==> config.mk <==
export PLATFORM = sky130hd
export DESIGN_NAME = i2c_slave_regs
export DESIGN_NICKNAME = d
export VERILOG_FILES = /design/src/rtl/i2c_slave_regs.sv
export SDC_FILE = /design/constraint.sdc
export NUM_CORES = 1
export LEC_CHECK = 0
export ABC_AREA = 1
export CAP_MARGIN = 20
export CORE_ASPECT_RATIO = 1.1
export CORE_MARGIN = 2
export CORE_UTILIZATION = 50
export DETAILED_ROUTE_END_ITERATION = 7
export PLACE_DENSITY = 0.67
export SLEW_MARGIN = 20
export SYNTH_ARGS = -nofsm -noshare
export SYNTH_HDL_FRONTEND = slang
export SYNTH_SLANG_ARGS = --single-unit
==> constraint.sdc <==
create_clock -name clk -period 3.3 [get_ports clk]
set_input_delay 0.99 -clock clk [delete_from_list [all_inputs] [get_ports clk]]
set_output_delay 0.99 -clock clk [all_outputs]
set_load 0.02 [all_outputs]
==> src/rtl/i2c_slave_regs.sv <==
// I2C target with a small register file shared between the I2C bus and a local host port.
// Optional define I2C_SLV_GLITCH_FILT_EN adds a 3-sample glitch filter on SCL/SDA.
module i2c_slave_regs #(
  parameter int unsigned DEPTH = 16,
  parameter int unsigned AW    = 4
) (
  input  logic          clk,
  input  logic          rst,
  input  logic [6:0]    slave_addr,
  input  logic          scl_i,
  input  logic          sda_i,
  output logic          sda_oe,
  input  logic [AW-1:0] loc_addr,
  input  logic [7:0]    loc_wdata,
  input  logic          loc_we,
  output logic [7:0]    loc_rdata,
  output logic          wr_strobe,
  output logic [AW-1:0] wr_addr,
  output logic          busy
);

  typedef enum logic [3:0] {
    StIdle, StAddr, StAddrAck, StPtr, StPtrAck,
    StWdata, StWdataAck, StRdata, StRdataAck, StWait
  } state_e;

  logic [1:0]    scl_sync_q, sda_sync_q;
  logic          scl_d, sda_d;
  logic          scl_q, sda_q;
  logic          scl_rise_q, scl_fall_q, sda_rise_q, sda_fall_q;
  logic          start_c, stop_c, commit;
  logic [7:0]    byte_in;

  state_e        state_q;
  logic [2:0]    cnt_q;
  logic [7:0]    sh_q;
  logic [AW-1:0] ptr_q;
  logic          rw_q, ack_q;
  logic [7:0]    regs_q [DEPTH];

`ifdef I2C_SLV_GLITCH_FILT_EN
  logic [1:0] scl_hist_q, sda_hist_q;

  // Level only follows the synchroniser once three consecutive samples agree.
  always_comb begin
    scl_d = scl_q;
    sda_d = sda_q;
    if (scl_sync_q[1] == scl_hist_q[0] && scl_hist_q[0] == scl_hist_q[1]) scl_d = scl_sync_q[1];
    if (sda_sync_q[1] == sda_hist_q[0] && sda_hist_q[0] == sda_hist_q[1]) sda_d = sda_sync_q[1];
  end

  always_ff @(posedge clk) begin
    if (!rst) begin
      scl_hist_q <= 2'b11;
      sda_hist_q <= 2'b11;
    end else begin
      scl_hist_q <= {scl_hist_q[0], scl_sync_q[1]};
      sda_hist_q <= {sda_hist_q[0], sda_sync_q[1]};
    end
  end
`else
  assign scl_d = scl_sync_q[1];
  assign sda_d = sda_sync_q[1];
`endif

  // Synchronisers idle high so a released bus produces no spurious edges out of reset.
  always_ff @(posedge clk) begin
    if (!rst) begin
      scl_sync_q <= 2'b11;
      sda_sync_q <= 2'b11;
      scl_q      <= 1'b1;
      sda_q      <= 1'b1;
      scl_rise_q <= 1'b0;
      scl_fall_q <= 1'b0;
      sda_rise_q <= 1'b0;
      sda_fall_q <= 1'b0;
    end else begin
      scl_sync_q <= {scl_sync_q[0], scl_i};
      sda_sync_q <= {sda_sync_q[0], sda_i};
      scl_q      <= scl_d;
      sda_q      <= sda_d;
      scl_rise_q <= scl_d & ~scl_q;
      scl_fall_q <= ~scl_d & scl_q;
      sda_rise_q <= sda_d & ~sda_q;
      sda_fall_q <= ~sda_d & sda_q;
    end
  end

  assign start_c = sda_fall_q & scl_q;
  assign stop_c  = sda_rise_q & scl_q;
  assign byte_in = {sh_q[6:0], sda_q};
  assign commit  = !start_c && !stop_c && (state_q == StWdata) && scl_rise_q && (cnt_q == 3'd7);

  // Register file: an I2C commit overrides a local write to the same entry.
  always_ff @(posedge clk) begin
    if (!rst) begin
      for (int i = 0; i < int'(DEPTH); i++) regs_q[i] <= 8'h00;
      loc_rdata <= 8'h00;
    end else begin
      if (loc_we && !(commit && loc_addr == ptr_q)) regs_q[loc_addr] <= loc_wdata;
      if (commit) regs_q[ptr_q] <= byte_in;
      if (commit && loc_addr == ptr_q) loc_rdata <= byte_in;
      else if (loc_we)                 loc_rdata <= loc_wdata;
      else                             loc_rdata <= regs_q[loc_addr];
    end
  end

  always_ff @(posedge clk) begin
    if (!rst) begin
      state_q   <= StIdle;
      cnt_q     <= 3'd0;
      sh_q      <= 8'h00;
      ptr_q     <= '0;
      rw_q      <= 1'b0;
      ack_q     <= 1'b0;
      sda_oe    <= 1'b0;
      busy      <= 1'b0;
      wr_strobe <= 1'b0;
      wr_addr   <= '0;
    end else begin
      wr_strobe <= 1'b0;
      if (stop_c) begin
        state_q <= StIdle;
        busy    <= 1'b0;
        sda_oe  <= 1'b0;
      end else if (start_c) begin
        state_q <= StAddr;
        cnt_q   <= 3'd0;
        ack_q   <= 1'b0;
        sda_oe  <= 1'b0;
      end else begin
        unique case (state_q)
          StIdle, StWait: ;
          StAddr: if (scl_rise_q) begin
            sh_q  <= byte_in;
            cnt_q <= cnt_q + 3'd1;
            if (cnt_q == 3'd7) begin
              if (byte_in[7:1] == slave_addr) begin
                state_q <= StAddrAck;
                busy    <= 1'b1;
                rw_q    <= byte_in[0];
              end else begin
                state_q <= StIdle;
                busy    <= 1'b0;
              end
            end
          end
          // First SCL fall drives ACK, the following fall ends the ACK slot.
          StAddrAck, StPtrAck, StWdataAck: if (scl_fall_q) begin
            if (!ack_q) begin
              sda_oe <= 1'b1;
              ack_q  <= 1'b1;
            end else begin
              ack_q <= 1'b0;
              cnt_q <= 3'd0;
              if (state_q == StAddrAck && rw_q) begin
                sh_q    <= regs_q[ptr_q];
                sda_oe  <= ~regs_q[ptr_q][7];
                state_q <= StRdata;
              end else begin
                sda_oe  <= 1'b0;
                state_q <= (state_q == StAddrAck) ? StPtr : StWdata;
              end
            end
          end
          StPtr: if (scl_rise_q) begin
            sh_q  <= byte_in;
            cnt_q <= cnt_q + 3'd1;
            if (cnt_q == 3'd7) begin
              ptr_q   <= byte_in[AW-1:0];
              state_q <= StPtrAck;
            end
          end
          StWdata: if (scl_rise_q) begin
            sh_q  <= byte_in;
            cnt_q <= cnt_q + 3'd1;
            if (cnt_q == 3'd7) begin
              wr_strobe <= 1'b1;
              wr_addr   <= ptr_q;
              ptr_q     <= ptr_q + {{(AW-1){1'b0}}, 1'b1};
              state_q   <= StWdataAck;
            end
          end
          // Counter wraps to 0 after the 8th rise, so the next fall ends the byte.
          StRdata: begin
            if (scl_rise_q) begin
              cnt_q <= cnt_q + 3'd1;
            end else if (scl_fall_q) begin
              if (cnt_q == 3'd0) begin
                sda_oe  <= 1'b0;
                ptr_q   <= ptr_q + {{(AW-1){1'b0}}, 1'b1};
                state_q <= StRdataAck;
              end else begin
                sda_oe <= ~sh_q[6];
                sh_q   <= {sh_q[6:0], 1'b0};
              end
            end
          end
          StRdataAck: begin
            if (scl_rise_q) begin
              if (sda_q) state_q <= StWait;
              else       ack_q   <= 1'b1;
            end else if (scl_fall_q && ack_q) begin
              ack_q   <= 1'b0;
              cnt_q   <= 3'd0;
              sh_q    <= regs_q[ptr_q];
              sda_oe  <= ~regs_q[ptr_q][7];
              state_q <= StRdata;
            end
          end
          default: state_q <= StIdle;
        endcase
      end
    end
  end

endmodule

=== After elaboration in Yosys (flattened, before gate mapping) ===
Memory sizes are Yosys's and may differ from the RTL's. A register that Yosys moved wholly into a read port is not among the register bits.
Index checks and enable logic that the tools add are counted.

* Flip-flop bits (word level): 45
* Latch bits: 0
* Bits in writable memories: 128
* Memory bits (read-only): 0
* Input port bits: 24
* Output and inout port bits: 15
* Word-level logic and storage cells: 205
* Memories kept: 1

{| class="wikitable"
|+ Memories
! memory !! depth !! bits a word !! read ports !! clocked after Yosys merged registers in !! wr ports !! line !! text
|-
| regs_q || 16 || 8 || 2 || 1 || 16 || 39 || <nowiki>logic [7:0] regs_q [DEPTH];</nowiki>
|}

* Add/sub/neg operators: 2
* Multiply operators: 0
* Div/mod/pow operators: 0
* Order comparisons: 0
* Equal/unequal tests: 48
* Shift operators: 0
* Multiplexer cells: 79
* Bitwise operators: 18
* Reduce and logical (&&, ||, !) cells: 37

{| class="wikitable"
|+ Operators by type and width
! cell !! count
|-
| $mux W4 || 25
|-
| $mux W7 || 9
|-
| $ne A3 B3 Y1 const B || 14
|-
| $mux W8 || 4
|-
| $ne A2 B2 Y1 const B || 15
|-
| $pmux W4 S7 || 1
|-
| $pmux W7 S4 || 1
|-
| $reduce_and A14 Y1 || 2
|-
| $mux W1 || 26
|-
| $mux W3 || 8
|-
| $eq A4 B3 Y1 const B || 4
|-
| $reduce_or A8 Y1 || 2
|-
| $ne A4 B4 Y1 const B || 3
|-
| $not A1 Y1 || 12
|-
| $pmux W4 S3 || 1
|-
| $reduce_and A12 Y1 || 1
|-
| $reduce_and A6 Y1 || 2
|-
| $reduce_and A10 Y1 || 1
|-
| $reduce_and A5 Y1 || 2
|-
| $pmux W3 S3 || 1
|-
| $reduce_bool A3 Y1 || 3
|-
| $reduce_or A3 Y1 || 3
|-
| $eq A4 B2 Y1 const B || 2
|-
| $eq A4 B4 Y1 const B || 2
|-
| other kinds (23) || 40
|}

=== Logic depth before layout (Yosys ltp) ===
Gate-level depths: netlist of run 1.

* Word-level depth: 14
* Gate-level depth with buffers: 13
* Mapped depth without buffers: 12

=== Worst setup path before layout of run 1 ===
OpenSTA, ideal clock, no wires.

* Path type: input to register
* From: input port loc_addr[1]
* To: memory regs_q[15][0] (enable)
* Setup time: 0.330 ns
* Arrival time: 2.335 ns
* Data required time: 2.970 ns
* Setup slack: 0.636 ns
* Stages on the path: 10
* Buffers on the path: 1
* Path through: inv_1 -> nand2_1 -> nand4_1 -> nor2_1 -> nand2_2 -> nand2_2 -> nor2_4 -> buf_6 -> nand3_4 -> nand3_1

{| class="wikitable"
|+ RTL lines
! element !! line !! text
|-
| start: declaration || 13 || <nowiki>input logic [AW-1:0] loc_addr,</nowiki>
|-
| end: declaration || 39 ||
|}

==> summary by stage, run 1 <==
Yosys
In this run, synthesis inferred 128 flip-flops with an integrated enable. Among all cell types in the netlist, the one instantiated most often is sky130_fd_sc_hd__nand2_1. The area fraction of the dominant cell type after synthesis is 35.12%. In the synthesized netlist the async set-or-reset flop fraction comes to 0%. The synthesized design contains 177 register bits. The per-instance average area after synthesis is 7.375 um2.

The count of mapped cells out of synthesis is 1,484. The count of cell types in the netlist is 39. The post-synth net total is 1,515. The post-synthesis compound-gate area fraction is 15.87%.

The most frequently used flop master after synthesis is sky130_fd_sc_hd__edfxtp_1. Sorting the synthesized cells by area gives the leading types as sky130_fd_sc_hd__edfxtp_1 (35%), sky130_fd_sc_hd__nand2_1 (17%), sky130_fd_sc_hd__dfxtp_1 (9.0%), sky130_fd_sc_hd__o21ai_0 (8.2%), sky130_fd_sc_hd__nand3_1 (4.9%). After synthesis, flip-flops and latches occupy 44.08% of the total area. Summing the areas of all xor and xnor instances in the mapped netlist gives 0.5602% of the synthesized area. Of the post-synthesis cell area, the part taken by muxes is 0%. The commonest cells after synthesis are sky130_fd_sc_hd__nand2_1 (489), sky130_fd_sc_hd__o21ai_0 (179), sky130_fd_sc_hd__nor2_1 (143). The post-synthesis adder-cell area fraction is 0.8003%.

The synthesized netlist occupies a cell area of 10,940 um2. Summing the areas of all and, or, nand and nor instances in the mapped netlist gives 31.92% of the synthesized area. After synthesis, the largest family of logic cells by area is simple AND/OR/NAND/NOR gates. The most area-hungry cell type in the Yosys netlist is sky130_fd_sc_hd__edfxtp_1. The total of warnings raised by yosys is 0.

Global routing
The total global routing track utilization is 33.05%. The number of antenna violations at the first check in global routing is 0. The first global-routing pass estimated 58,170 um of wire. Entering global routing, the biggest net connects 44 pins.

The via count of the first global-routing pass is 9,851. The total grt overflow is 0.

Critical path
The signal on the critical path passes through ha_1, ha_1, nand3_1, nor3_4, nand2_4, nor2_4, nand2_2, nand3_1. STA classifies the critical path startpoint as a flop. The largest fanout of any net on the critical path is 10. STA classifies the critical path endpoint as a flop. The arrival time reported for the critical path endpoint is 2.94 ns. The capture instance of the worst register-to-register path is regs_q[8][4]. In this run the critical register-to-register path is launched from cnt_q[0]. Measured in cells, the most critical reg-to-reg path has a length of 8. The classification of the worst setup path is flop to flop. For this design, the slowest cell found on the critical path is sky130_fd_sc_hd__nor3_4. For flop-to-flop paths, the worst setup slack is 0.46 ns. The required time of the critical path is 3.40 ns. The delay contributed by the slowest stage of the critical path is 0.43 ns.

Power and ir drop
In this run the power density over the cells is 539.1 nW/um2. In this run the static leakage power is 5.138 nW. VDD sags by at most 327.3 uV.

Final layout
For this run, the post-layout net count is 1,543. The area overhead of the layout relative to synthesis is 13.46%. The post-layout utilization of the core is 57.91%. The fraction of final layout cells with drive strength greater than 1 is 9.967%. The number of antenna diodes in the final layout is 0.

The filler cells instantiated in the layout total 2,009.

Die
The floorplan step defined a core boundary enclosing 21,440 um2. Once the floorplan was initialized, standard cells occupied 51.04% of the core. The width of the die is 145.1 um.

The vertical die dimension is 159.2 um. The floorplan step defined a die boundary enclosing 23,090 um2. During I/O placement, the number of pins put on the boundary was 39. Row generation in the floorplan step produced 56 rows.

Timing
The setup TNS is 0 ns. The tightest hold path in the finished design has a slack of 0.4103 ns. Measured against its own limit, the worst slew margin works out to 51.82%. For the pin with the worst max-slew slack, the measured transition is 0.7201 ns. Based on the critical path, the design can be clocked at up to 0.3521 GHz. The clock period minus final worst setup slack is 2.840 ns. The worst clock skew is 0.01099 ns.

The hold violation total from the final report is 0. Setup repair after global routing left no endpoint under its margin. The final number of max-transition violations is 0. Setup violations remaining at the end of the flow were counted as 0. Dividing the final minimum period by the clock period gives 86.07%.

Hold path
The launch instance of the worst min-delay path is scl_sync_q[1]. For hold timing, the worst endpoint is scl_fall_q. The class of the worst hold path is flop to flop. The hold-critical path depth is 1.

Clock network
The root buffer selected by CTS is sky130_fd_sc_hd__clkbuf_16. The number of buffers inserted by hold repair at cts is 0. After clock tree synthesis, the clock-pin slew on the worst setup and hold paths is 0.08 ns. The CTS tree is yes. The later pin in the worst-skew pair is clocked with a latency of 0.45 ns. The H-tree depth is 4. The post-cts repair resize count is 0.

Buffers added to address setup during post-CTS repair amount to 0. The number of clock buffers added by TritonCTS is 17. The clock sink count is 177.

The clock passes through at most 2 buffers.

Placement
The detailed placement HPWL is 25,920 um. The number of I/O port buffers is 38. The final weighted congestion in routability-driven placement is 1.033.

Job
The total of max-cap violations is 0.

Routing
The remaining number of nets flagged by the antenna check after routing is 0. After detailed routing, the number of vias per cell comes to 5.908. The DRC violation count after routing is 0.

Wire segments on met2 add up to 17,270 um in the final route. Summed over all layers, the routed wires come to 38,220 um. After detailed routing, the met3 layer carries 4432 um of wire. The uppermost layer routed is met4. The detailed router put a total of 14,470 um of wire on met1. The average detailed-routed wire length per instance is 21.06 um.

The pre-antenna-repair detailed-routing pass consisted of 6 iterations. The first-iteration detailed-routing DRC count is 1,434. The via count is 10,723.

Status
The run finished with clean final reports.
power breakdown:
group,internal (mW),switching [mW]
Combinational,0.563,1.35
Clock,1.08,0.952
Sequential,2.57,0.171
Total,4.22,2.48
flip-flops by register name, indices dropped and copies added, names as in the netlist, named ones only:
signal      count
scl_fall_q      1
sda_fall_q      1
busy            1
ack_q           1
sda_oe          1
scl_q           1
loc_rdata       8
sda_q           1
sda_rise_q      1
state_q         4
regs_q        128
rw_q            1
sda_sync_q      2
cnt_q           3
ptr_q           4
sh_q            7
scl_sync_q      2
wr_addr         4
wr_strobe       1
scl_rise_q      1
cell families after synthesis:
| group | count (synthesis) |
|---|---|
| flip-flops | 177 |
| adder cells (fa/ha/maj) | 7 |
| AO/OA/AOI/OAI | 304 |
| AND/OR/NAND/NOR | 805 |
| buffers and inverters | 184 |
| XOR/XNOR | 7 |
layout make-up:
cell class	instances	area, um2	area share (%)
Clock buffer	20	479.2	3.859
Clock inverter	12	108.9	0.8767
Inverter	100	390.4	3.144
Sequential cell	177	4826	38.87
Tap cell	290	362.8	2.922
Timing Repair Buffer	93	863.3	6.953
Multi-Input combinational cell	1123	5386	43.38
placed cells by master, fill, tap and decap left out, types with 5 or more instances in the layout:
cell	count
sky130_fd_sc_hd__edfxtp_1	128
sky130_fd_sc_hd__o21ai_0	179
sky130_fd_sc_hd__nor2_4	5
sky130_fd_sc_hd__o211ai_1	19
sky130_fd_sc_hd__ha_1	7
sky130_fd_sc_hd__inv_6	5
sky130_fd_sc_hd__nand4_1	14
sky130_fd_sc_hd__inv_1	79
sky130_fd_sc_hd__nor2_1	140
sky130_fd_sc_hd__a21oi_1	25
sky130_fd_sc_hd__nand3_1	108
sky130_fd_sc_hd__nand3_4	10
sky130_fd_sc_hd__dfxtp_1	48
sky130_fd_sc_hd__a22oi_1	64
sky130_fd_sc_hd__o21ai_1	14
sky130_fd_sc_hd__nand2_1	489
sky130_fd_sc_hd__clkdlybuf4s50_1	37
sky130_fd_sc_hd__buf_12	6
sky130_fd_sc_hd__buf_4	49
sky130_fd_sc_hd__clkinv_2	12
sky130_fd_sc_hd__nand2_2	17
sky130_fd_sc_hd__nor3_1	6
sky130_fd_sc_hd__inv_2	6
sky130_fd_sc_hd__clkbuf_16	19
critical path: cells and delay by family, from the launching register on:
family | cells | cell delay (ns)
and+or+nand+nor | 6 | 1.73
adders and majority gates | 2 | 0.39
DFF | 1 | 0.36
worst max path at each step:
stage	start	slack, ns	end
global placement	loc_addr[1]	-0.26	regs_q[12][0]
finish	cnt_q[0]	0.46	regs_q[8][4]
CTS	loc_addr[1]	0.18	regs_q[8][4]
global route	cnt_q[0]	0.31	regs_q[8][4]
floorplan	loc_addr[1]	0.64	regs_q[15][0]
detailed placement	loc_addr[1]	-0.29	regs_q[12][0]
per-layer routing:
layer  GRT usage, %  vias up
li1               -     5041
met1          43.38     4801
met2          52.58      729
met3          6.218      152
met4          16.80        0
met5              0        -
stage by stage:
step | area, um2 | power (mW) | std cells | worst slack, ns
floorplan | 10940 | 3.935 | 1484 | 0.6357
global placement | 11790 | 4.621 | 1781 | -0.2619
detailed placement | 11790 | 4.632 | 1781 | -0.2885
CTS | 12380 | 6.640 | 1813 | 0.1757
global route | 12420 | 6.970 | 1815 | 0.3064
finish | 12420 | 6.694 | 1815 | 0.4596
(Power assumes the default switching activity.)
==> run 2: changes to the inputs <==
Settings changed: HOLD_SLACK_MARGIN set to 0.15.
==> results of run 2 <==
Same layout as run 1: the final DEF is identical, and so are final timing and power.
==> run 3: changes to the inputs <==
Settings changed: PLACE_DENSITY 0.67 to not set, PLACE_DENSITY_LB_ADDON set to 0.08, SKIP_LAST_GASP set to 1.
==> run 3 against run 2 <==
Effect of this change: cell count grew 0.17%; critical path type unchanged; sequential share of layout area barely moved; non-clock buffer count up 3; total power shrank 0.97%; fmax down 1.6%; final area fell by 0.11%.
==> summary by stage, run 3 (same netlist as run 1, synthesis figures left out) <==
Status
The run finished with clean final reports.

Clock network
The number of buffers added by the clock tree synthesis step is 17 (unchanged). The root buffer selected by CTS is sky130_fd_sc_hd__clkbuf_16. The post-cts repair resize count is 0 (unchanged).

The clock-pin slew on the worst setup and hold paths is 0.07 ns (about the same). The clock sink count is 177 (unchanged). The clock tree buffer depth was 2 (unchanged). The H-tree depth is 4 (unchanged).

The CTS tree is yes. The clock latency of the later-clocked register in the worst-skew pair is 0.44 ns (about the same).

Placement
The detailed placement HPWL is 26,620 um (+2.7%). The number of I/O port buffers is 38 (unchanged). The placed instance area is 11,820 um2 (+0.23%).

The pre-CTS setup slack is -0.3193 ns (-0.03081 ns). The final weighted congestion in routability-driven placement came to 0.9896 (-4.2%).

Critical path
The kind of end point of the critical path is a flop. The largest fanout of any net on the critical path is 10 (unchanged). The required time of the critical path came to 3.39 ns (about the same).

By startpoint and endpoint, the worst setup path is classified as flop to flop. The arrival time reported for the critical path endpoint is 2.98 ns (+0.04 ns). The worst setup path is launched from a flop.

Timing
The relative slew slack came to 47.02% (-4.8 points). The setup-violating endpoint count in the final report came to 0 (unchanged). The clock period minus final worst setup slack was 2.886 ns (+0.04508 ns). The highest clock rate was 0.3466 GHz (-1.6%). The period utilization is 87.44% (+1.4 points).

The slew at the pin with the worst max-slew slack is 0.7917 ns (+0.07165 ns). Setup repair after global routing left no endpoint under its margin. The final number of max-transition violations came to 0 (unchanged). The worst clock skew is 0.009080 ns (-0.001914 ns). The hold violation total from the final report is 0 (unchanged). The final worst-path setup slack was 0.4145 ns (-0.04508 ns).

Global routing
The wire length of the first global-routing pass came to 59,260 um (+1.9%). The via count of the first global-routing pass was 9,817 (-0.35%). The total global routing track utilization is 33.78% (+0.72 points).

The pin count of the biggest net entering global routing is 72 (+64%). The number of antenna violations at the first check in global routing is 0 (unchanged). The total grt overflow is 0 (unchanged).

Die
The number of rows in the core area is 56 (unchanged). The placeable core area is 21,440 um2 (unchanged). The initial standard-cell utilization of the core was 51.04% (unchanged).

The total die area is 23,090 um2 (unchanged). The number of I/O pins is 39 (unchanged). The width of the die is 145.1 um (unchanged). The vertical die dimension is 159.2 um (unchanged).

Final layout
The register with the most flip-flops is regs_q. The library cells used most frequently in the layout, excluding fill and tap cells, are sky130_fd_sc_hd__nand2_1 (489), sky130_fd_sc_hd__o21ai_0 (179), sky130_fd_sc_hd__nor2_1 (140). The post-layout utilization of the core came to 57.85% (-0.064 points). The fill cell instance count of the final layout is 2,064 (+2.7%). The number of nets in the final layout is 1,546 (+0.19%). The library cell used most frequently in the layout, excluding fill and tap cells, is sky130_fd_sc_hd__nand2_1. The area overhead of the layout relative to synthesis is 13.33%. The fraction of final layout cells with drive strength greater than 1 is 10.08% (+0.11 points). The largest registers in the layout are regs_q: 128 flops, loc_rdata: 8 flops, sh_q: 7 flops. The antenna diode instance count was 0 (unchanged).

The final design area excluding fillers is 12,400 um2 (-0.11%). The number of flip-flops in the largest register was 128 (unchanged).

Routing
The DRC violation count after routing was 0 (unchanged). The iteration count of the initial detailed-routing pass came to 8 (+2). The remaining number of nets flagged by the antenna check after routing was 0 (unchanged).

The via count was 10,757 (+0.32%). The total wirelength of the detailed-routed design was 39,110 um (+2.3%). The first-iteration detailed-routing DRC count is 1,239 (-14%).

The average detailed-routed wire length per instance was 21.51 um (+2.2%). The routed via count divided by cell count is 5.917 (+0.15%).

Hold path
The class of the worst hold path is flop to flop.

Power and ir drop
The leakage power total is 5.139 nW (about the same). The power per unit of standard cell area came to 534.5 nW/um2 (-0.86%). The maximum VDD drop was 330.4 uV (+0.94%).

Job
The total of max-cap violations is 0 (unchanged).
run 3: through the flow:
stage / setup TNS [ns] / instances / power [mW] / hold WS [ns]
floorplan: 0 / 1484 / 3.935 / 0.3900
global placement: -32.66 / 1783 / 4.643 / 0.3991
detailed placement: -41.15 / 1783 / 4.642 / 0.4037
CTS: 0 / 1815 / 6.570 / 0.4214
global route: 0 / 1818 / 6.908 / 0.4267
finish: 0 / 1818 / 6.629 / 0.4172
run 3: path summary, 6_finish.rpt:
kind	start	endpoint	slack, ns	cells past startpoint
max	cnt_q[0]	regs_q[6][1]	0.41	8
min	sda_sync_q[0]	sda_sync_q[1]	0.42	1
max reg2reg	cnt_q[0]	regs_q[6][1]	0.41	8
min reg2reg	sda_sync_q[0]	sda_sync_q[1]	0.42	1
run 3: cell type report:
| type | count | area, um2 | share of cell area, % |
|---|---|---|---|
| Multi-Input combinational cell | 1123 | 5386 | 43.43 |
| Timing Repair Buffer | 96 | 885.9 | 7.142 |
| Tap cell | 290 | 362.8 | 2.925 |
| Clock buffer | 19 | 432.9 | 3.490 |
| Inverter | 100 | 390.4 | 3.147 |
| Clock inverter | 13 | 118.9 | 0.9583 |
| Sequential cell | 177 | 4826 | 38.91 |
run 3: what timing repair did:
| action | 4_1_cts | 5_1_grt |
|---|---|---|
| setup endpoints to repair | 0 | 77 |
| setup buffers | 0 | 3 |
| hold buffers | 0 | 0 |
run 3: per-layer routing:
metal	part of all wire (%)	wire [um]	vias to the layer above	global-route usage [%]
met2	46	17890	651	53.92
met1	38	15020	4924	45.55
met5	0	0	-	0
li1	-	-	5056	-
met4	4.7	1851	0	14.93
met3	11	4346	126	5.616
run 3: power by group:
| part | leakage [nW] | internal [mW] | switching, mW |
|---|---|---|---|
| logic | 3.24 | 0.570 | 1.36 |
| clock network | 0.275 | 1.00 | 0.969 |
| registers | 1.62 | 2.57 | 0.162 |
run 3: critical path: stages (launching register included):
cell	delay (ns)
sky130_fd_sc_hd__dfxtp_1	0.36
sky130_fd_sc_hd__ha_1	0.16
sky130_fd_sc_hd__ha_1	0.24
sky130_fd_sc_hd__nand3_1	0.19
sky130_fd_sc_hd__nor3_4	0.42
sky130_fd_sc_hd__nand2_4	0.18
sky130_fd_sc_hd__nor2_4	0.36
sky130_fd_sc_hd__nand2_2	0.24
sky130_fd_sc_hd__nand3_1	0.38
